File: config.mk
export PLATFORM = sky130hd
export DESIGN_NAME = column_approx_seq
export DESIGN_NICKNAME = d
export VERILOG_FILES = /design/src/rtl/column_approx_pkg.sv /design/src/rtl/column_approx_row.sv /design/src/rtl/column_approx_seq.sv
export SDC_FILE = /design/constraint.sdc
export NUM_CORES = 1
export LEC_CHECK = 0
export CORE_ASPECT_RATIO = 1.4
export CORE_MARGIN = 2
export CORE_UTILIZATION = 40
export CTS_CLUSTER_SIZE = 16
export DETAILED_ROUTE_END_ITERATION = 7
export MAX_ROUTING_LAYER = met4
export PLACE_DENSITY = 0.7
export SYNTH_ARGS = -nofsm -noshare
export SYNTH_HDL_FRONTEND = slang
export SYNTH_SLANG_ARGS = --single-unit
File: constraint.sdc
create_clock -name clk -period 5 [get_ports clk]
set_input_delay 0.5 -clock clk [delete_from_list [all_inputs] [get_ports clk]]
set_output_delay 0.5 -clock clk [all_outputs]
set_load 0.01 [all_outputs]
File: src/rtl/column_approx_pkg.sv
// Shared types and helpers for the column-truncated sequential multiplier.
// Optional COLUMN_APPROX_COMP_EN adds a rounding constant to approximate results.
package column_approx_pkg;

  typedef enum logic [1:0] {IDLE, BUSY, DONE} state_t;

  // Bit j of the result is set when x[j] of the given row lands at or above the truncation column.
  function automatic logic [31:0] row_keep_mask(input int width, input int theta, input int row);
    logic [31:0] m;
    m = '0;
    for (int j = 0; j < 32; j++)
      m[j] = (j < width) && (row + j >= theta);
    return m;
  endfunction

endpackage

File: src/rtl/column_approx_row.sv
// One partial-product row: x gated by the multiplier bit, truncated columns masked, shifted into place.
module column_approx_row
  import column_approx_pkg::*;
#(
  parameter int WIDTH = 8,
  parameter int THETA = 9,
  parameter int CW    = $clog2(WIDTH)
) (
  input  logic [WIDTH-1:0]   x,
  input  logic               y_bit,
  input  logic [CW-1:0]      row,
  input  logic               approx_en,
  output logic [2*WIDTH-1:0] row_val
);

  logic [WIDTH-1:0] keep;

  always_comb begin
    keep = '1;
    if (approx_en)
      for (int j = 0; j < WIDTH; j++)
        keep[j] = |(row_keep_mask(WIDTH, THETA, int'(row)) & (32'd1 << j));
  end

  assign row_val = (2*WIDTH)'(x & keep & {WIDTH{y_bit}}) << row;

endmodule

File: src/rtl/column_approx_seq.sv
// Sequential shift-add multiplier with optional low-column truncation, one row per cycle.
// Build macro COLUMN_APPROX_COMP_EN adds 2^(THETA-1) to truncated results.
module column_approx_seq
  import column_approx_pkg::*;
#(
  parameter int WIDTH = 8,
  parameter int THETA = 9
) (
  input  logic               clk,
  input  logic               rst_n,
  input  logic               in_valid,
  output logic               in_ready,
  input  logic [WIDTH-1:0]   x,
  input  logic [WIDTH-1:0]   y,
  input  logic               approx_en,
  output logic               out_valid,
  input  logic               out_ready,
  output logic [2*WIDTH-1:0] z,
  output logic               busy
);

  localparam int CW = $clog2(WIDTH);
  localparam logic [CW-1:0] LAST = CW'(WIDTH - 1);

  state_t               state;
  logic [WIDTH-1:0]     xr, yr;
  logic                 aer;
  logic [CW-1:0]        cnt;
  logic [2*WIDTH-1:0]   acc, row_val, sum, fin;

  column_approx_row #(.WIDTH(WIDTH), .THETA(THETA), .CW(CW)) u_row (
    .x        (xr),
    .y_bit    (yr[cnt]),
    .row      (cnt),
    .approx_en(aer),
    .row_val  (row_val)
  );

  assign sum = acc + row_val;

`ifdef COLUMN_APPROX_COMP_EN
  localparam logic [2*WIDTH-1:0] COMP =
    (THETA >= 1) ? ((2*WIDTH)'(1) << ((THETA >= 1) ? THETA - 1 : 0)) : '0;
  assign fin = sum + (aer ? COMP : '0);
`else
  assign fin = sum;
`endif

  // in_ready and busy are registered so both read 0 while reset is held.
  always_ff @(posedge clk or negedge rst_n) begin
    if (!rst_n) begin
      state     <= IDLE;
      xr        <= '0;
      yr        <= '0;
      aer       <= 1'b0;
      acc       <= '0;
      cnt       <= '0;
      z         <= '0;
      out_valid <= 1'b0;
      busy      <= 1'b0;
      in_ready  <= 1'b0;
    end else begin
      case (state)
        IDLE: begin
          if (in_valid && in_ready) begin
            xr       <= x;
            yr       <= y;
            aer      <= approx_en;
            acc      <= '0;
            cnt      <= '0;
            in_ready <= 1'b0;
            busy     <= 1'b1;
            state    <= BUSY;
          end else begin
            in_ready <= 1'b1;
          end
        end
        BUSY: begin
          acc <= sum;
          cnt <= cnt + 1'b1;
          if (cnt == LAST) begin
            cnt       <= '0;
            z         <= fin;
            out_valid <= 1'b1;
            state     <= DONE;
          end
        end
        DONE: begin
          if (out_ready) begin
            z         <= '0;
            out_valid <= 1'b0;
            busy      <= 1'b0;
            in_ready  <= 1'b1;
            state     <= IDLE;
          end
        end
        default: state <= IDLE;
      endcase
    end
  end

endmodule
==> results.toml <==
[place]
place_inst = 498
hpwlAfterDp_um = 6030
place_congestion = 0.894
pre_cts_ws_ns = 0.824
port_buffers = 39

[clocking]
htree_levels = 3
numClockSinks = 57
clkTransAtPathRegs_ns = 0.05
cts_buffers = 9
root_buffer = "clkbuf_16"
clkLatencyLatePin_ns = 0.34
cts_tree = "done"
postCtsResizedCells = 0
cts_setup_buffers = 0
holdBufCountCts = 0
cts_buffer_depth = 2

[drt]
drc = 0
ant_nets = 0
drt_iter0_drc = 168
wire_per_inst_um = 15.7
wl_um = 8070
vias = 2895
vias_per_cell = 5.63
firstDrtPassIters = 4

[critical_path]
cp-start-kind = "flip-flop"
cpMaxStageDelayCell = "dfrtp_1"
path_class = "reg2reg"
reg2reg_from = "cnt[1]"
r2r_end = "acc[9]"
crit_start = "cnt[1]"
cp_num_buf_inv = 1
required_ns = 5.18
cpLargestDelayFamily = "compound AO/OA/AOI/OAI gates"
crit_chain = "inv_1 -> ha_1 -> nand2b_1 -> o221ai_1 -> o21ai_0 -> o21ai_0 -> o21a_1 -> nor2_1 -> ha_1 -> a21oi_1 -> a31oi_2 -> a31oi_2 -> xor2_1 -> o22ai_1"
max_stage_delay_ns = 0.73
r2r_slack_ns = 0.79
crit_cells = 14
endpoint_kind = "flip-flop"
crit_fanout = 19
worstSetupEndpoint = "acc[9]"
crit_arrival_ns = 4.40
reg2reg_depth = 14

[yosys]
syn-cell-area_mm2 = 0.00351
async_flop_share_pct = 100
avgSynthCellArea_um2 = 9.53
syn_inst = 368
synth-edff-count = 0
synthFlopType = "dfrtp_1"
ys_ff_latch = 57
seq_area_frac_synth_pct = 40.7
synth_nets = 413
yosysWarnings = 0
yosysUniqueCellTypes = 55

[power_and_ir_drop]
ir_drop_mv = 0.330
total_power_uw = 3060
p_per_area_mw_per_mm2 = 719
p_leak_uw = 0.00185

[sta]
max_freq_mhz = 237
tightest_slew_ns = 0.818
post-route-min-period_ns = 4.21
slew_viol_final = 0
slew-limit-headroom_pct = 45.3
setup_slack_ns = 0.785
grt_setup_unrepaired = "no"
hold_viol = 0
fin_tns_setup_ns = 0
setup_violations = 0
skew_ns = 0.00472
layout_worst_path_cycle_share_pct = 84.3

[grt]
grt-ovfl-total = 0
grt_pass1_wl_um = 13700
grt_usage_pct = 18.8
grt_pass1_vias = 2861
antenna_found_initial = 0
grt_max_degree = 58

[floorplan]
core-area_mm2 = 0.00856
die_w_um = 83.2
placementRows = 40
ios = 40
die_area_mm2 = 0.00955
die_h_um = 115
initial_utilization_pct = 41.0

[finish]
num-nets-final = 449
drive_gt1_share_pct = 11.2
syn_to_final_growth_pct = 21.1
n_antenna_cell = 0
fillers = 831
finalNonFillerCells = 514

[hold_path]
hold_path.class = "in2async"

[status]
status = "finished, final reports clean"

[run]
cap_viol_max_count = 0
logic make-up after synthesis:
| group | share of synthesized area [%] |
|---|---|
| buf+inv | 3.32 |
| mux | 7.28 |
| xor+xnor | 3.00 |
| flops | 40.7 |
| fa+ha+maj | 8.77 |
| compound gates | 21.7 |
| simple gates | 15.3 |
synth_stat cells (3+ instances only):
master | instances | share of area (%)
o22ai_1 | 11 | 2.0
o211ai_1 | 4 | 0.86
nand2b_1 | 6 | 1.1
mux2i_1 | 3 | 0.86
a21oi_1 | 20 | 2.9
mux2_2 | 16 | 5.1
a22o_1 | 6 | 1.5
nand2_1 | 47 | 5.0
a211oi_1 | 4 | 0.86
xnor2_1 | 6 | 1.5
a21o_1 | 6 | 1.3
o21a_1 | 4 | 0.86
o31ai_1 | 5 | 1.1
nand3_1 | 13 | 1.9
inv_1 | 8 | 0.86
o21ai_0 | 27 | 3.9
nor3_1 | 7 | 1.0
buf_1 | 3 | 0.32
o21ai_1 | 6 | 0.86
and3_1 | 7 | 1.2
nand4_1 | 4 | 0.71
xor2_1 | 6 | 1.5
ha_1 | 23 | 8.2
dfrtp_1 | 57 | 41
a31oi_1 | 3 | 0.54
nor2_1 | 15 | 1.6
and2_1 | 5 | 0.89
buf_2 | 6 | 0.86
clkbuf_1 | 8 | 0.86
per-layer routing:
metal / GRT usage, % / routed length [um] / vias to the layer above / share of wire, %
met2: 32.7 / 4210 / 57 / 52
li1: - / - / 1429 / -
met1: 20.3 / 3350 / 1391 / 41
met3: 4.16 / 293 / 18 / 3.6
met5: - / 0 / - / 0
met4: 9.29 / 221 / 0 / 2.7
state kept, by name, summed over array words and instances, names as in the netlist:
register   count
busy           1
acc           16
xr             8
z             16
aer            1
yr             8
cnt            3
in_ready       1
out_valid      1
state          2
worst min path at each step:
| stage | startpoint | endpoint | slack, ns | cells past startpoint |
|---|---|---|---|---|
| final | rst_n | in_ready | 0.29 | 2 |
| after global routing | rst_n | out_valid | 0.37 | 2 |
| after CTS | rst_n | in_ready | 0.33 | 2 |
| after detailed placement | busy | busy | 0.47 | 1 |
| after global placement | z[10] | z[10] | 0.46 | 2 |
| after floorplan | rst_n | acc[0] | 0.20 | 0 |
power by group:
| part | leakage, uW | switching [uW] | internal [uW] | total (uW) |
|---|---|---|---|---|
| Sequential | 0.000696 | 175 | 675 | 851 |
| Clock | 0.000139 | 206 | 359 | 565 |
| Combinational | 0.00102 | 919 | 722 | 1640 |
| Total | 0.00185 | 1300 | 1760 | 3060 |
layout by cell type, fill, tap and decap left out, types with 3 or more instances in the layout:
cell type and count:
buf_4 4, xor2_1 6, dfrtp_1 57, o22ai_1 11, o21a_1 4, xnor2_1 6
o21ai_0 27, inv_1 8, o31ai_1 5, mux2_2 16, ha_1 23, clkinv_2 3
and3_1 7, nand2_1 47, nor3_1 7, a21o_1 6, a31oi_1 3, mux2i_1 3
a211oi_1 4, clkdlybuf4s50_1 38, clkbuf_16 9, a22o_1 6, o21ai_1 6, nand2b_1 6
nand4_1 4, o211ai_1 4, nor2_1 15, and2_1 5, nand3_1 13, a21oi_1 20
through the flow:
step	area, um^2	hold slack (ns)	util, %
after global placement	3970	0.465	46.4
after floorplan	3510	0.204	-
after detailed placement	3970	0.472	46.4
after global routing	4250	0.365	49.6
after CTS	4250	0.327	49.6
final	4250	0.291	49.6
layout make-up:
class	count	area, um^2	share of cell area [%]
inverter	9	33.8	0.795
clock buffer	13	260	6.13
timing repair buffer	43	415	9.78
multi-input combinational	284	1970	46.3
clock inverter	3	15.0	0.353
tap	105	131	3.09
sequential	57	1430	33.6
Note: power is estimated with default switching activity, not from simulation.
